===== src/rtl/ps2_host_tx_if.sv =====
// Host-side command handshake for the PS/2 transmitter: byte + start in,
// busy/done/error status out.
interface ps2_host_tx_if;
  logic [7:0] tx_data;
  logic       tx_start;
  logic       busy;
  logic       done;
  logic       error;

  modport master (output tx_data, tx_start, input busy, done, error);
  modport slave  (input tx_data, tx_start, output busy, done, error);
endinterface


===== src/rtl/ps2_host_tx.sv =====
// Host-to-device PS/2 command transmitter (open-collector pull-low enables).
// Optional PS2_TX_TIMEOUT_EN aborts a stalled frame after TIMEOUT_CYCLES.
module ps2_host_tx #(
  parameter int INHIBIT_CYCLES = 2400,
  parameter int TIMEOUT_CYCLES = 360000,
  parameter int CNT_W          = 20
) (
  input  logic clk,
  input  logic rst_n,
  input  logic ps2clk_in,
  input  logic ps2dat_in,
  output logic ps2clk_oe,
  output logic ps2dat_oe,
  ps2_host_tx_if.slave host
);

  typedef enum logic [2:0] {IDLE, INHIBIT, REQ, SEND, ACK, WAITIDLE} state_t;

  localparam logic [CNT_W-1:0] INH_LAST = CNT_W'(INHIBIT_CYCLES - 1);
  localparam logic [CNT_W-1:0] TMO_LAST = CNT_W'(TIMEOUT_CYCLES - 1);

  state_t           state, state_n;
  logic [1:0]       csync, dsync;
  logic             c_hist;
  logic             clk_s, dat_s, fall;
  logic [8:0]       sh;
  logic [3:0]       ecnt;
  logic [CNT_W-1:0] cnt;
  logic             dat_q, busy_q, done_q, err_q;
  logic             done_n, err_n;

  assign clk_s = csync[1];
  assign dat_s = dsync[1];
  assign fall  = c_hist & ~clk_s;

  always_ff @(posedge clk or negedge rst_n) begin
    if (!rst_n) state <= IDLE;
    else        state <= state_n;
  end

  always_comb begin
    state_n = state;
    done_n  = 1'b0;
    err_n   = 1'b0;
    unique case (state)
      IDLE:     if (host.tx_start) state_n = INHIBIT;
      INHIBIT:  if (cnt == INH_LAST) state_n = REQ;
      REQ:      state_n = SEND;
      SEND:     if (fall && ecnt == 4'd9) state_n = ACK;
      ACK: if (fall) begin
        if (dat_s) begin
          err_n   = 1'b1;
          state_n = IDLE;
        end else begin
          state_n = WAITIDLE;
        end
      end
      WAITIDLE: if (clk_s && dat_s) begin
        done_n  = 1'b1;
        state_n = IDLE;
      end
      default:  state_n = IDLE;
    endcase
`ifdef PS2_TX_TIMEOUT_EN
    // Timeout wins over a coincident ack so done and error stay exclusive.
    if ((state == SEND || state == ACK || state == WAITIDLE) && cnt == TMO_LAST) begin
      state_n = IDLE;
      done_n  = 1'b0;
      err_n   = 1'b1;
    end
`endif
  end

  always_ff @(posedge clk or negedge rst_n) begin
    if (!rst_n) begin
      csync  <= 2'b11;
      dsync  <= 2'b11;
      c_hist <= 1'b1;
      sh     <= '0;
      ecnt   <= '0;
      cnt    <= '0;
      dat_q  <= 1'b0;
      busy_q <= 1'b0;
      done_q <= 1'b0;
      err_q  <= 1'b0;
    end else begin
      csync  <= {csync[0], ps2clk_in};
      dsync  <= {dsync[0], ps2dat_in};
      c_hist <= clk_s;
      busy_q <= (state_n != IDLE);
      done_q <= done_n;
      err_q  <= err_n;
      unique case (state)
        IDLE: if (host.tx_start) begin
          sh   <= {~^host.tx_data, host.tx_data};
          cnt  <= '0;
          ecnt <= '0;
        end
        INHIBIT: begin
          cnt <= cnt + 1'b1;
          // Start bit goes low together with the last inhibited clock cycle.
          if (state_n == REQ) dat_q <= 1'b1;
        end
        REQ: begin
          cnt  <= '0;
          ecnt <= '0;
        end
        SEND, ACK, WAITIDLE: begin
`ifdef PS2_TX_TIMEOUT_EN
          cnt <= cnt + 1'b1;
`else
          // No abort without the timeout; hold at the limit rather than wrap.
          if (cnt != TMO_LAST) cnt <= cnt + 1'b1;
`endif
          if (state == SEND && fall) begin
            ecnt <= ecnt + 1'b1;
            if (ecnt == 4'd9) begin
              dat_q <= 1'b0;
            end else begin
              dat_q <= ~sh[0];
              sh    <= {1'b0, sh[8:1]};
            end
          end
        end
        default: ;
      endcase
      if (state_n == IDLE) dat_q <= 1'b0;
    end
  end

  assign ps2clk_oe  = (state == INHIBIT) || (state == REQ);
  assign ps2dat_oe  = dat_q;
  assign host.busy  = busy_q;
  assign host.done  = done_q;
  assign host.error = err_q;

endmodule

===== src/flat_wrapper.sv =====
// flat-port wrapper written by rule: the top's interface ports become plain ports
module ps2_host_tx_flat 
#(
  parameter int INHIBIT_CYCLES = 2400,
  parameter int TIMEOUT_CYCLES = 360000,
  parameter int CNT_W          = 20
)
  (clk, rst_n, ps2clk_in, ps2dat_in, ps2clk_oe, ps2dat_oe, host_tx_data, host_tx_start, host_busy, host_done, host_error);
  ps2_host_tx_if host_i ();
  input  logic clk;
  input  logic rst_n;
  input  logic ps2clk_in;
  input  logic ps2dat_in;
  output logic ps2clk_oe;
  output logic ps2dat_oe;
  input wire logic [$bits(host_i.tx_data)-1:0] host_tx_data;
  input wire logic [$bits(host_i.tx_start)-1:0] host_tx_start;
  output wire logic [$bits(host_i.busy)-1:0] host_busy;
  output wire logic [$bits(host_i.done)-1:0] host_done;
  output wire logic [$bits(host_i.error)-1:0] host_error;
  assign host_i.tx_data = host_tx_data;
  assign host_i.tx_start = host_tx_start;
  assign host_busy = host_i.busy;
  assign host_done = host_i.done;
  assign host_error = host_i.error;
  ps2_host_tx #(.INHIBIT_CYCLES(INHIBIT_CYCLES), .TIMEOUT_CYCLES(TIMEOUT_CYCLES), .CNT_W(CNT_W)) u_core (.clk(clk), .rst_n(rst_n), .ps2clk_in(ps2clk_in), .ps2dat_in(ps2dat_in), .ps2clk_oe(ps2clk_oe), .ps2dat_oe(ps2dat_oe), .host(host_i));
endmodule

===== config.mk =====
export PLATFORM = sky130hd
export DESIGN_NAME = ps2_host_tx_flat
export DESIGN_NICKNAME = d
export VERILOG_FILES = /design/src/rtl/ps2_host_tx_if.sv /design/src/rtl/ps2_host_tx.sv /design/src/flat_wrapper.sv
export SDC_FILE = /design/constraint.sdc
export NUM_CORES = 1
export LEC_CHECK = 0
export ABC_AREA = 1
export CAP_MARGIN = 20
export CORE_MARGIN = 2
export CORE_UTILIZATION = 50
export DETAILED_ROUTE_END_ITERATION = 6
export GPL_TIMING_DRIVEN = 0
export PLACE_DENSITY = 0.69
export SLEW_MARGIN = 20
export SYNTH_ARGS = -nofsm -noshare
export SYNTH_HDL_FRONTEND = slang
export SYNTH_SLANG_ARGS = --single-unit

===== constraint.sdc =====
create_clock -name clk -period 1.9 [get_ports clk]
set_input_delay 0.19 -clock clk [delete_from_list [all_inputs] [get_ports clk]]
set_output_delay 0.19 -clock clk [all_outputs]
set_load 0.01 [all_outputs]

# Word-level counts from Yosys, hierarchy flattened
# Index checks and enable logic that the tools add are counted.
# classes
reduce_logical,17
muxes,27
add_sub_neg,2
bitwise_logic,3
n_eq_ne,15
# op_table
cell,count
$pmux 20 s4,1
$mux 20,2
$mux 9,3
$add 20x1->20 const B,1
$eq 20x12->1 const B,1
$ne 20x19->1 const B,1
$mux 3,6
$pmux 3 s6,1
$pmux 9 s2,1
$pmux 4 s3,1
$eq 3x2->1 const B,3
$mux 1,9
$reduce_and 3->1,3
$reduce_bool 3->1,3
$mux 4,2
$reduce_xnor 8->1,1
$eq 3x3->1 const B,2
$logic_not 3->1,2
$ne 3x1->1 const B,2
$add 4x1->4 const B,1
$eq 4x4->1 const B,1
$ne 2x1->1 const B,2
$ne 2x2->1 const B,2
$reduce_and 4->1,1
other kinds (9),12
# totals
inputBits,13
wordCells,75
regBits,45
out_inout_bits,5

# Logic depth before layout (Yosys ltp)
# Gate-level depths: netlist (run 1).
# depth
ltp_word,9
mapped_depth,11
ltp_nobuf,11

# Least setup slack after synthesis (run 1)
# Ideal clock, no wire load.
# synth_path
kind,reg2reg
startpoint,register u_core.c_hist
endpoint,register u_core.sh[7]
required_time_ps,1818
setup_time_ps,82
path_slack_ps,402
t_arrival_ps,1416
path_buffers,1
period_less_slack_ps,1498
path_stages_with_launch,10
path_cell_list,dfstp_2 inv_1 nor2_1 nand2_1 inv_1 o21ai_1 nand2_2 buf_6 nor2_1 a31oi_1
# synth_between
elab_chain_len,4
# synth_lines
item,line,source
start: declaration,ps2_host_tx.sv:24,logic c_hist;
start signal: assignment,ps2_host_tx.sv:89,c_hist <= clk_s;
$and 1x1->1,ps2_host_tx.sv:34,assign fall = c_hist & ~clk_s;
$logic_and 1x1->1,ps2_host_tx.sv:115,if (state == SEND && fall) begin
$ne 2x1->1 (no source line),n/a,
$reduce_and 4->1 (no source line),n/a,
end signal: assignment,ps2_host_tx.sv:95,"sh <= {~^host.tx_data, host.tx_data};"
end signal: assignment,ps2_host_tx.sv:121,"sh <= {1'b0, sh[8:1]};"
end: declaration,ps2_host_tx.sv:26,logic [8:0] sh;
# Every way passes these cells.
# A chain may end at the register's enable or synchronous reset.

# Worst setup path in the final report (run 1)
# Same ends and word-level chain as after synthesis.

==> out/summary.txt, run 1 <==
status = finished clean
pin count of the biggest net entering global routing = 34
PortBufs = 17
Sum Neg Setup Slack = 0 ps
grt ovf = 0
routed wire length = 5850 µm
Fin. Hold Viols = 0
antenna viol nets, final = 0
TritonCTS clock tree = yes
total power = 1.63 mW
power per cell area = 538 nW/µm²
DRC = 0
Reg2Reg Setup Slack = 100 ps
Synth Net Count = 383
worst hold path type = input pin to flop
Tmin final = 1800 ps
Die H = 76.8 µm
maximum vdd ir drop = 0.460 mV
Mean Syn Cell Area = 7.21 µm²
Vias = 2429
worst reg2reg endpoint = u_core.sh[7]$_DFFE_PN0P_
area share of the largest cell type after synthesis = 37.8%
post-synthesis sequential area ratio = 42.8%
crit-path max cell delay = 520 ps
largest fanout on the critical path = 10
critical path class = flop to flop
HP Start = ps2dat_in
initial antenna violation count = 0
Clock Tree Buf Depth = 2
Syn-to-layout area delta = 14.7%
die width = 76.8 µm
# IOs = 18
Area contributors post-synth = dfrtp_1 38%, nand2_1 15%, nor2_1 8.4%
fin crit share = 94.7%
Reg clk slew, reported paths = 80 ps
Hold Path Stages = 1
Mapped Cells = 367
layout cells sized above 1 = 8.38%
Rel. slew slack = 70.9%
initial DRC count = 151
Worst Skew = 8.81 ps
number of global-route vias before repair = 2152
Util after Layout = 59.4%
Avg Vias per Cell = 5.23
yosys warns = 0
R2R cell count = 9
overall global routing resource usage = 21.4%
H-Tree Depth = 2
Crit-path slowest cell = dfstp_2
Yosys reg bits = 45
drt wl/cell = 12.6 µm
Initial Util = 51.8%
Final Worst Setup Slack = 100 ps
dpl ws = -29.4 ps
Worst-Skew Late Latency = 290 ps
root buffer cell = clkbuf_8
first-pass GRT wire length = 10200 µm
f_max = 556 MHz
final setup fails = 0
DR pass1 iterations = 4
RSZ-0062 raised after global routing = false
nets = 409
Critical Path, Cell by Cell = inv_1 -> nor2_1 -> nand2_1 -> inv_1 -> o21ai_1 -> nand2_2 -> buf_6 -> nor2_1 -> a31oi_1
TritonCTS Buffers = 5
Worst Hold End = u_core.dsync[0]$_DFF_PN1_
DP HPWL = 4330 µm
worst r2r src = u_core.c_hist$_DFF_PN1_
max_cap viols = 0
WP data arrival = 2010 ps
core area = 5110 µm²
fin. max-slew vios = 0
Antenna Cells = 0
Crit. End Element = flop
num rows = 26
worst slew pin tran = 432 ps
Worst Setup Start Kind = flop
Synth Cell Area = 2650 µm²
DIE AREA = 5890 µm²
leading area contributor after synthesis = dfrtp_1
RD Place Congestion = 0.926
Req. time, crit path = 2110 ps
Yosys cell types = 28
Leak Pwr = 1.38 nW
clock sink count = 45
[stage by stage]
stage | hold slack, ps | instance area (µm²) | instances
3_5_place_dp | 107 | 2920 | 455
4_1_cts | 299 | 3020 | 464
5_1_grt | 289 | 3030 | 464
6_report | 303 | 3030 | 464
3_3_place_gp | 346 | 2900 | 454
2_1_floorplan | -106 | 2650 | 367
[power breakdown]
| part | total (mW) | leakage [nW] | internal (mW) | switching [mW] |
|---|---|---|---|---|
| combinational | 0.0878 | 0.854 | 0.0438 | 0.0440 |
| clock | 0.575 | 0.0385 | 0.261 | 0.314 |
| sequential | 0.969 | 0.491 | 0.966 | 0.00218 |
| total | 1.63 | 1.38 | 1.27 | 0.360 |
[worst max-delay path by stage]
stage	start	end
after CTS	u_core.state[1]$_DFF_PN0_	ps2clk_oe
after global placement	rst_n	u_core.sh[5]$_DFFE_PN0P_
after detailed placement	u_core.cnt[0]$_DFFE_PN0P_	u_core.cnt[16]$_DFFE_PN0P_
final	u_core.c_hist$_DFF_PN1_	u_core.sh[7]$_DFFE_PN0P_
after floorplan	u_core.c_hist$_DFF_PN1_	u_core.sh[7]$_DFFE_PN0P_
after global routing	u_core.cnt[0]$_DFFE_PN0P_	u_core.ps2dat_oe$_DFFE_PN0P_
[state kept, by name, summed over array words and instances (netlist names), 2 cells and up]
register,count
u_core.csync,2
u_core.sh,9
u_core.state,3
u_core.cnt,20
u_core.dsync,2
u_core.ecnt,4
[worst max-delay path: cells and delay by family, from the launching register on]
kind,cells,cell delay (ps)
and+or+nand+nor,4,660
buffers and inverters,3,310
DFF,1,520
AOI/OAI and AO/OA,2,240
[cell usage after synthesis (all sizes together)]
| cell | count |
|---|---|
| xnor2 | 7 |
| nor2 | 60 |
| a31o | 1 |
| nand2 | 108 |
| o21ai | 27 |
| nor3 | 4 |
| o22ai | 1 |
| inv | 38 |
| buf | 6 |
| or2 | 1 |
| nand3 | 36 |
| a21oi | 2 |
| ha | 3 |
| dfstp | 5 |
| xor2 | 5 |
| o21bai | 3 |
| nand4 | 11 |
| nor4 | 1 |
| a31oi | 8 |
| dfrtp | 40 |
[placed cells by master, fill, tap and decap left out, drive strengths merged, types with 2 or more instances in the layout]
cell type      netlist  layout
o21ai               27      27
dfstp                5       5
nand4               11      11
nor2                60      60
o21bai               3       3
a21oi                2       2
ha                   3       3
clkdlybuf4s50        0      15
nand2              108     108
clkbuf               0       7
inv                 38      38
dfrtp               40      40
a31oi                8       8
buf                  6       8
nor3                 4       4
xnor2                7       7
xor2                 5       5
nand3               36      36
[layer usage]
metal / global-route usage, % / vias up / wire (µm)
li1: - / 1235 / -
met1: 33.3 / 1118 / 2880
met2: 30.8 / 72 / 2560
met3: 3.76 / 4 / 372
met4: 4.73 / 0 / 37
met5: 0 / - / 0
[repair_timing]
item / in CTS / in global routing
hold buffers: 1 / 0
pin swaps: 0 / 0
setup endpoints to repair: 2 / 7
gates cloned: 0 / 0
gates resized for setup: 5 / 4
hold endpoints to repair: 12 / 0
setup buffers: 0 / 0
[logic make-up after synthesis]
| kind of cell | count (synthesis) | share of synthesized area, % |
|---|---|---|
| compound gates | 42 | 8.79 |
| xor+xnor | 12 | 3.97 |
| fa+ha+maj | 3 | 1.42 |
| buf+inv | 44 | 7.61 |
| flops | 45 | 42.8 |
| simple gates | 221 | 35.4 |
[area by class of cell]
cell class	instances	area [µm²]
multi-input combinational	278	1330
fill	491	2070
clock inverter	1	7.51
timing repair buffer	19	198
sequential	45	1130
buffer	6	58.8
tap	70	87.6
inverter	38	143
clock buffer	7	76.3
(Power assumes the default switching activity.)
==> inputs of run 2 (changes only) <==
--- a/config.mk
+++ b/config.mk
@@ -12,6 +12,7 @@
 export DETAILED_ROUTE_END_ITERATION = 6
 export GPL_TIMING_DRIVEN = 0
 export PLACE_DENSITY = 0.69
+export RECOVER_POWER = 50
 export SLEW_MARGIN = 20
 export SYNTH_ARGS = -nofsm -noshare
 export SYNTH_HDL_FRONTEND = slang
==> constraint.sdc (replaced) <==
create_clock -name clk -period 1.9 [get_ports clk]
set_input_delay 0.285 -clock clk [delete_from_list [all_inputs] [get_ports clk]]
set_output_delay 0.285 -clock clk [all_outputs]
set_load 0.01 [all_outputs]
==> run 2 against run 1 <==
Net effect:
- wire length rose by 0.10%
- sequential cell count unchanged
- maximum frequency is 1.5% higher
- register-to-register slack better by 30 ps
- critical endpoint unchanged
- sequential power about the same
- highest routed layer unchanged
- non-clock buffer count unchanged
==> out/summary.txt, run 2 (synthesized netlist as in run 1, its figures left out) <==
number of global-route vias before repair = 2152 (unchanged)
TritonCTS clock tree = yes (unchanged)
footprint of the multi-input gates = 1330 µm² (unchanged)
Rel. slew slack = 52.6% (was 70.9%)
antenna viol nets, final = 0 (unchanged)
combinational power share = 5.1% (was 5.4%)
initial DRC count = 166 (was 151)
# fillers = 492 (was 491)
power per cell area = 540 nW/µm² (was 538 nW/µm²)
Worst-Skew Late Latency = 290 ps (about the same)
Initial Util = 51.8% (unchanged)
DRC = 0 (unchanged)
dpl ws = -29.4 ps (unchanged)
initial antenna violation count = 0 (unchanged)
Worst Setup Start Kind = flop (unchanged)
commonest non-fill, non-tap cell in the layout = nand2_1 (unchanged)
Clk pwr share = 35.4% (was 35.2%)
Crit. Startpoint = u_core.c_hist$_DFF_PN1_ (unchanged)
routed wire length = 5850 µm (about the same)
max_cap viols = 0 (unchanged)
H-Tree Depth = 2 (unchanged)
layout cells sized above 1 = 7.61% (was 8.38%)
pin count of the biggest net entering global routing = 34 (unchanged)
CP Capture Point = u_core.sh[7]$_DFFE_PN0P_ (unchanged)
Reg clk slew, reported paths = 80 ps (about the same)
Req. time, crit path = 2110 ps (about the same)
TritonCTS Buffers = 5 (unchanged)
worst slew pin tran = 711 ps (was 432 ps)
Layout Cells excl Fill = 464 (unchanged)
Post-Place Cells = 455 (unchanged)
maximum vdd ir drop = 0.463 mV (was 0.460 mV)
die width = 76.8 µm (unchanged)
overall global routing resource usage = 21.4% (unchanged)
Final Instance Area = 3020 µm² (was 3030 µm²)
worst hold path type = flop to flop (was input pin to flop)
FF+latch area = 1130 µm² (about the same)
critical path class = flop to flop (unchanged)
status = finished clean (unchanged)
Die H = 76.8 µm (unchanged)
DP HPWL = 4330 µm (unchanged)
Vias = 2432 (was 2429)
grt ovf = 0 (unchanged)
fin crit share = 93.4% (was 94.7%)
clock sink count = 45 (unchanged)
biggest regs = u_core.cnt x20, u_core.sh x9, u_core.ecnt x4 (unchanged)
RD Place Congestion = 0.926 (unchanged)
Psw = 0.361 mW (was 0.360 mW)
PortBufs = 17 (unchanged)
Sw Share = 22.2% (was 22.1%)
first-pass GRT wire length = 10200 µm (unchanged)
Antenna Cells = 0 (unchanged)
RSZ-0062 raised after global routing = false (unchanged)
worst r2r src = u_core.c_hist$_DFF_PN1_ (unchanged)
WP data arrival = 1980 ps (was 2010 ps)
final setup fails = 0 (unchanged)
Post-DP Area = 2920 µm² (unchanged)
Sequential Power Share = 59.5% (was 59.4%)
core area = 5110 µm² (unchanged)
total power = 1.63 mW (about the same)
Largest Register = u_core.cnt (unchanged)
Sum Neg Setup Slack = 0 ps (unchanged)
Avg Vias per Cell = 5.24 (was 5.23)
root buffer cell = clkbuf_8 (unchanged)
DR pass1 iterations = 5 (was 4)
Final Worst Setup Slack = 126 ps (was 100 ps)
Fin. Hold Viols = 0 (unchanged)
nets = 409 (unchanged)
internal power consumption = 1.27 mW (about the same)
Tmin final = 1770 ps (was 1800 ps)
commonest non-fill, non-tap cells in the layout = 105 x nand2_1, 58 x nor2_1, 40 x dfrtp_1, 35 x inv_1, 35 x nand3_1 (was 105 x nand2_1, 58 x nor2_1, 39 x dfrtp_1, 35 x inv_1, 35 x nand3_1)
largest fanout on the critical path = 10 (unchanged)
Clock Tree Buf Depth = 2 (unchanged)
Crit. End Element = flop (unchanged)
DIE AREA = 5890 µm² (unchanged)
Worst Skew = 8.61 ps (was 8.81 ps)
fin. max-slew vios = 0 (unchanged)
num rows = 26 (unchanged)
f_max = 564 MHz (was 556 MHz)
drt wl/cell = 12.6 µm (about the same)
Reg2Reg Setup Slack = 130 ps (was 100 ps)
Leak Pwr = 1.38 nW (about the same)
worst reg2reg endpoint = u_core.sh[7]$_DFFE_PN0P_ (unchanged)
# IOs = 18 (unchanged)
Syn-to-layout area delta = 13.9% (was 14.7%)
max reg flops = 20 (unchanged)
R2R cell count = 9 (unchanged)
-- run 2: cell types whose count changed in the layout (fill, tap and decap cells not counted), sizes merged --
cell           change
clkbuf             +2
dlygate4sd3        +2
buf                -2
dlygate4sd2        +1
clkdlybuf4s50      -2
dlymetal6s2s       -1
-- run 2: layout make-up --
type / count / share of cell area, %
clock inverter: 1 / 0.249
sequential: 45 / 37.6
clock buffer: 7 / 2.53
tap: 70 / 2.90
inverter: 38 / 4.73
buffer: 6 / 1.95
multi-input combinational: 278 / 44.1
timing repair buffer: 19 / 5.98
-- run 2: power groups by stage --
stage	Sequential [mW]	Combinational (mW)	Clock (mW)
floorplan	0.987	0.0334	0
global placement	0.987	0.0834	0
detailed placement	0.987	0.0881	0
CTS	0.969	0.0900	0.594
global route	0.969	0.0938	0.637
finish	0.968	0.0831	0.577
-- run 2: repair_timing --
item | CTS | global route
setup endpoints to repair | 2 | 6
gates resized for setup | 6 | 3
buffers inserted | 0 | 0
hold buffers | 1 | 0
hold endpoints to repair | 12 | 0
-- run 2: how the worst min path moves through the flow --
| stage | from | depth (start not counted) | end | slack, ps |
|---|---|---|---|---|
| after detailed placement | rst_n | 1 | u_core.cnt[5]$_DFFE_PN0P_ | 200 |
| after CTS | u_core.dsync[0]$_DFF_PN1_ | 0 | u_core.dsync[1]$_DFF_PN1_ | 360 |
| after global placement | u_core.csync[0]$_DFF_PN1_ | 0 | u_core.csync[1]$_DFF_PN1_ | 350 |
| after global routing | u_core.dsync[0]$_DFF_PN1_ | 0 | u_core.dsync[1]$_DFF_PN1_ | 370 |
| after floorplan | rst_n | 0 | u_core.cnt[0]$_DFFE_PN0P_ | -10 |
| final | u_core.dsync[0]$_DFF_PN1_ | 0 | u_core.dsync[1]$_DFF_PN1_ | 360 |
-- run 2: layer usage --
layer | global-route usage, % | part of all wire [%] | vias up
met4 | 4.73 | 0.72 | 0
li1 | - | - | 1235
met2 | 30.8 | 44 | 67
met5 | 0 | 0 | -
met3 | 3.76 | 4.8 | 6
met1 | 33.3 | 51 | 1124
-- run 2: through the flow --
stage,hold WS [ps],utilization (%)
3_5_place_dp,202,57.2
5_1_grt,366,59.0
6_report,361,59.0
2_1_floorplan,-10.6,-
4_1_cts,362,59.1
3_3_place_gp,346,56.9
-- run 2: worst max-delay path, stage by stage, from the launching register on --
cell	delay, ps
dfstp_2	520
inv_1	40
nor2_1	240
nand2_1	180
inv_1	100
o21ai_1	100
nand2_2	180
buf_6	160
nor2_1	40
a31oi_1	130
==> inputs of run 3 (changes only) <==
--- a/config.mk
+++ b/config.mk
@@ -13,6 +13,7 @@
 export GPL_TIMING_DRIVEN = 0
 export PLACE_DENSITY = 0.69
 export RECOVER_POWER = 50
+export SETUP_SLACK_MARGIN = 0.05
 export SLEW_MARGIN = 20
 export SYNTH_ARGS = -nofsm -noshare
 export SYNTH_HDL_FRONTEND = slang
==> run 3 against run 2 <==
Net effect:
- combinational power up 0.5%
- worst setup slack improved by 51 ps
- sequential cell count unchanged
- maximum frequency rose by 3.0%
==> out/summary.txt, run 3 (synthesized netlist as in run 1, its figures left out) <==
max reg flops = 20 (unchanged)
maximum vdd ir drop = 0.463 mV (about the same)
grt ovf = 0 (unchanged)
final setup fails = 0 (unchanged)
DP HPWL = 4330 µm (unchanged)
Fin Hold WS = 361 ps (about the same)
critical path class = flop to output port (was flop to flop)
worst reg2reg endpoint = u_core.sh[7]$_DFFE_PN0P_ (unchanged)
R2R cell count = 10 (was 9)
Die H = 76.8 µm (unchanged)
die width = 76.8 µm (unchanged)
# fillers = 492 (unchanged)
pin count of the biggest net entering global routing = 34 (unchanged)
Crit. End Element = output port (was flop)
Reg2Reg Setup Slack = 190 ps (was 130 ps)
DRC = 0 (unchanged)
fin crit share = 90.7% (was 93.4%)
Sw Share = 22.3% (was 22.2%)
Util after Layout = 59.4% (was 59.0%)
post-CTS setup buffers = 0 (unchanged)
worst r2r src = u_core.state[2]$_DFF_PN0_ (was u_core.c_hist$_DFF_PN1_)
first-pass GRT wire length = 10200 µm (unchanged)
commonest non-fill, non-tap cells in the layout = 104 x nand2_1, 56 x nor2_1, 40 x dfrtp_1, 35 x inv_1, 35 x nand3_1 (was 105 x nand2_1, 58 x nor2_1, 40 x dfrtp_1, 35 x inv_1, 35 x nand3_1)
Worst Hold End = u_core.dsync[1]$_DFF_PN1_ (unchanged)
biggest regs = u_core.cnt x20, u_core.sh x9, u_core.ecnt x4 (unchanged)
internal power consumption = 1.27 mW (about the same)
TritonCTS Buffers = 5 (unchanged)
worst hold path type = flop to flop (unchanged)
initial antenna violation count = 0 (unchanged)
Reg clk slew, reported paths = 80 ps (about the same)
Leak Pwr = 1.38 nW (about the same)
Post-DP Area = 2920 µm² (unchanged)
core area = 5110 µm² (unchanged)
worst slew pin tran = 693 ps (was 711 ps)
power per cell area = 537 nW/µm² (was 540 nW/µm²)
footprint of the multi-input gates = 1350 µm² (was 1330 µm²)
f_max = 580 MHz (was 564 MHz)
Worst Skew = 7.52 ps (was 8.61 ps)
Antenna Cells = 0 (unchanged)
H-Tree Depth = 2 (unchanged)
nets = 409 (unchanged)
Syn-to-layout area delta = 14.6% (was 13.9%)
Vias = 2430 (was 2432)
Largest Register = u_core.cnt (unchanged)
Avg Vias per Cell = 5.24 (about the same)
antenna viol nets, final = 0 (unchanged)
Req. time, crit path = 1620 ps (was 2110 ps)
DIE AREA = 5890 µm² (unchanged)
fin. max-slew vios = 0 (unchanged)
Initial Util = 51.8% (unchanged)
commonest non-fill, non-tap cell in the layout = nand2_1 (unchanged)
clock sink count = 45 (unchanged)
Hold Path Stages = 0 (unchanged)
initial DRC count = 159 (was 166)
RD Place Congestion = 0.926 (unchanged)
root buffer cell = clkbuf_8 (unchanged)
drt wl/cell = 12.8 µm (was 12.6 µm)
Psw = 0.363 mW (was 0.361 mW)
routed wire length = 5930 µm (was 5850 µm)
combinational power share = 5.1% (about the same)
Fin. Hold Viols = 0 (unchanged)
layout cells sized above 1 = 8.38% (was 7.61%)
Worst Setup Start Kind = flop (unchanged)
largest fanout on the critical path = 7 (was 10)
WP data arrival = 1440 ps (was 1980 ps)
Clock Tree Buf Depth = 2 (unchanged)
FF+latch area = 1130 µm² (unchanged)
status = finished clean (unchanged)
Rel. slew slack = 53.8% (was 52.6%)
Final Instance Area = 3030 µm² (was 3020 µm²)
Tmin final = 1720 ps (was 1770 ps)
RSZ-0062 raised after global routing = false (unchanged)
TritonCTS clock tree = yes (unchanged)
overall global routing resource usage = 21.4% (unchanged)
Clk pwr share = 35.5% (was 35.4%)
Worst-Skew Late Latency = 290 ps (about the same)
Sequential Power Share = 59.4% (was 59.5%)
DR pass1 iterations = 5 (unchanged)
num rows = 26 (unchanged)
# IOs = 18 (unchanged)
HP Start = u_core.dsync[0]$_DFF_PN1_ (unchanged)
PortBufs = 17 (unchanged)
number of global-route vias before repair = 2152 (unchanged)
max_cap viols = 0 (unchanged)
-- run 3: worst max-delay path, stage by stage, from the launching register on --
cell and delay (ps):
dfrtp_1 480, inv_2 130, nand2_2 110, o21ai_0 140
dlygate4sd2_1 280
-- run 3: cell type report --
type | count | share of cell area, %
multi-input combinational | 278 | 44.4
tap | 70 | 2.89
timing repair buffer | 19 | 5.94
clock inverter | 1 | 0.248
clock buffer | 7 | 2.52
sequential | 45 | 37.3
buffer | 6 | 1.94
inverter | 38 | 4.70
-- run 3: stage by stage --
| stage | total power, mW | std cells | worst slack [ps] | setup TNS [ps] |
|---|---|---|---|---|
| floorplan | 1.02 | 367 | 402 | 0 |
| global placement | 1.07 | 454 | -688 | -28510 |
| detailed placement | 1.08 | 455 | -29.4 | -29.4 |
| CTS | 1.65 | 464 | 113 | 0 |
| global route | 1.70 | 464 | 40.7 | 0 |
| finish | 1.63 | 464 | 177 | 0 |
-- run 3: worst max-delay path by stage --
stage	cells past startpoint	endpoint	slack (ps)	start
detailed placement	7	u_core.cnt[16]$_DFFE_PN0P_	-30	u_core.cnt[0]$_DFFE_PN0P_
global placement	1	u_core.sh[5]$_DFFE_PN0P_	-690	rst_n
global route	9	u_core.cnt[17]$_DFFE_PN0P_	40	u_core.state[1]$_DFF_PN0_
finish	4	ps2clk_oe	180	u_core.state[1]$_DFF_PN0_
floorplan	9	u_core.sh[7]$_DFFE_PN0P_	400	u_core.c_hist$_DFF_PN1_
CTS	7	u_core.cnt[16]$_DFFE_PN0P_	110	u_core.cnt[0]$_DFFE_PN0P_
-- run 3: what timing repair did --
action,in CTS,in global routing
setup endpoints to repair,2,21
hold buffers,1,0
endpoints found under the hold margin,12,0
pin swaps,0,0
resized for setup,6,7
-- run 3: metal layers --
metal  track usage [%]  wire length, µm
met3              3.76              249
met4              4.73               38
met2              30.8             2580
met1              33.3             3070
met5                 0                0
-- run 3: power groups by stage --
stage	sequential (mW)	combinational, mW	clock [mW]
2_1_floorplan	0.987	0.0334	0
3_3_place_gp	0.987	0.0834	0
3_5_place_dp	0.987	0.0881	0
4_1_cts	0.969	0.0900	0.594
5_1_grt	0.969	0.0942	0.637
6_report	0.968	0.0835	0.578
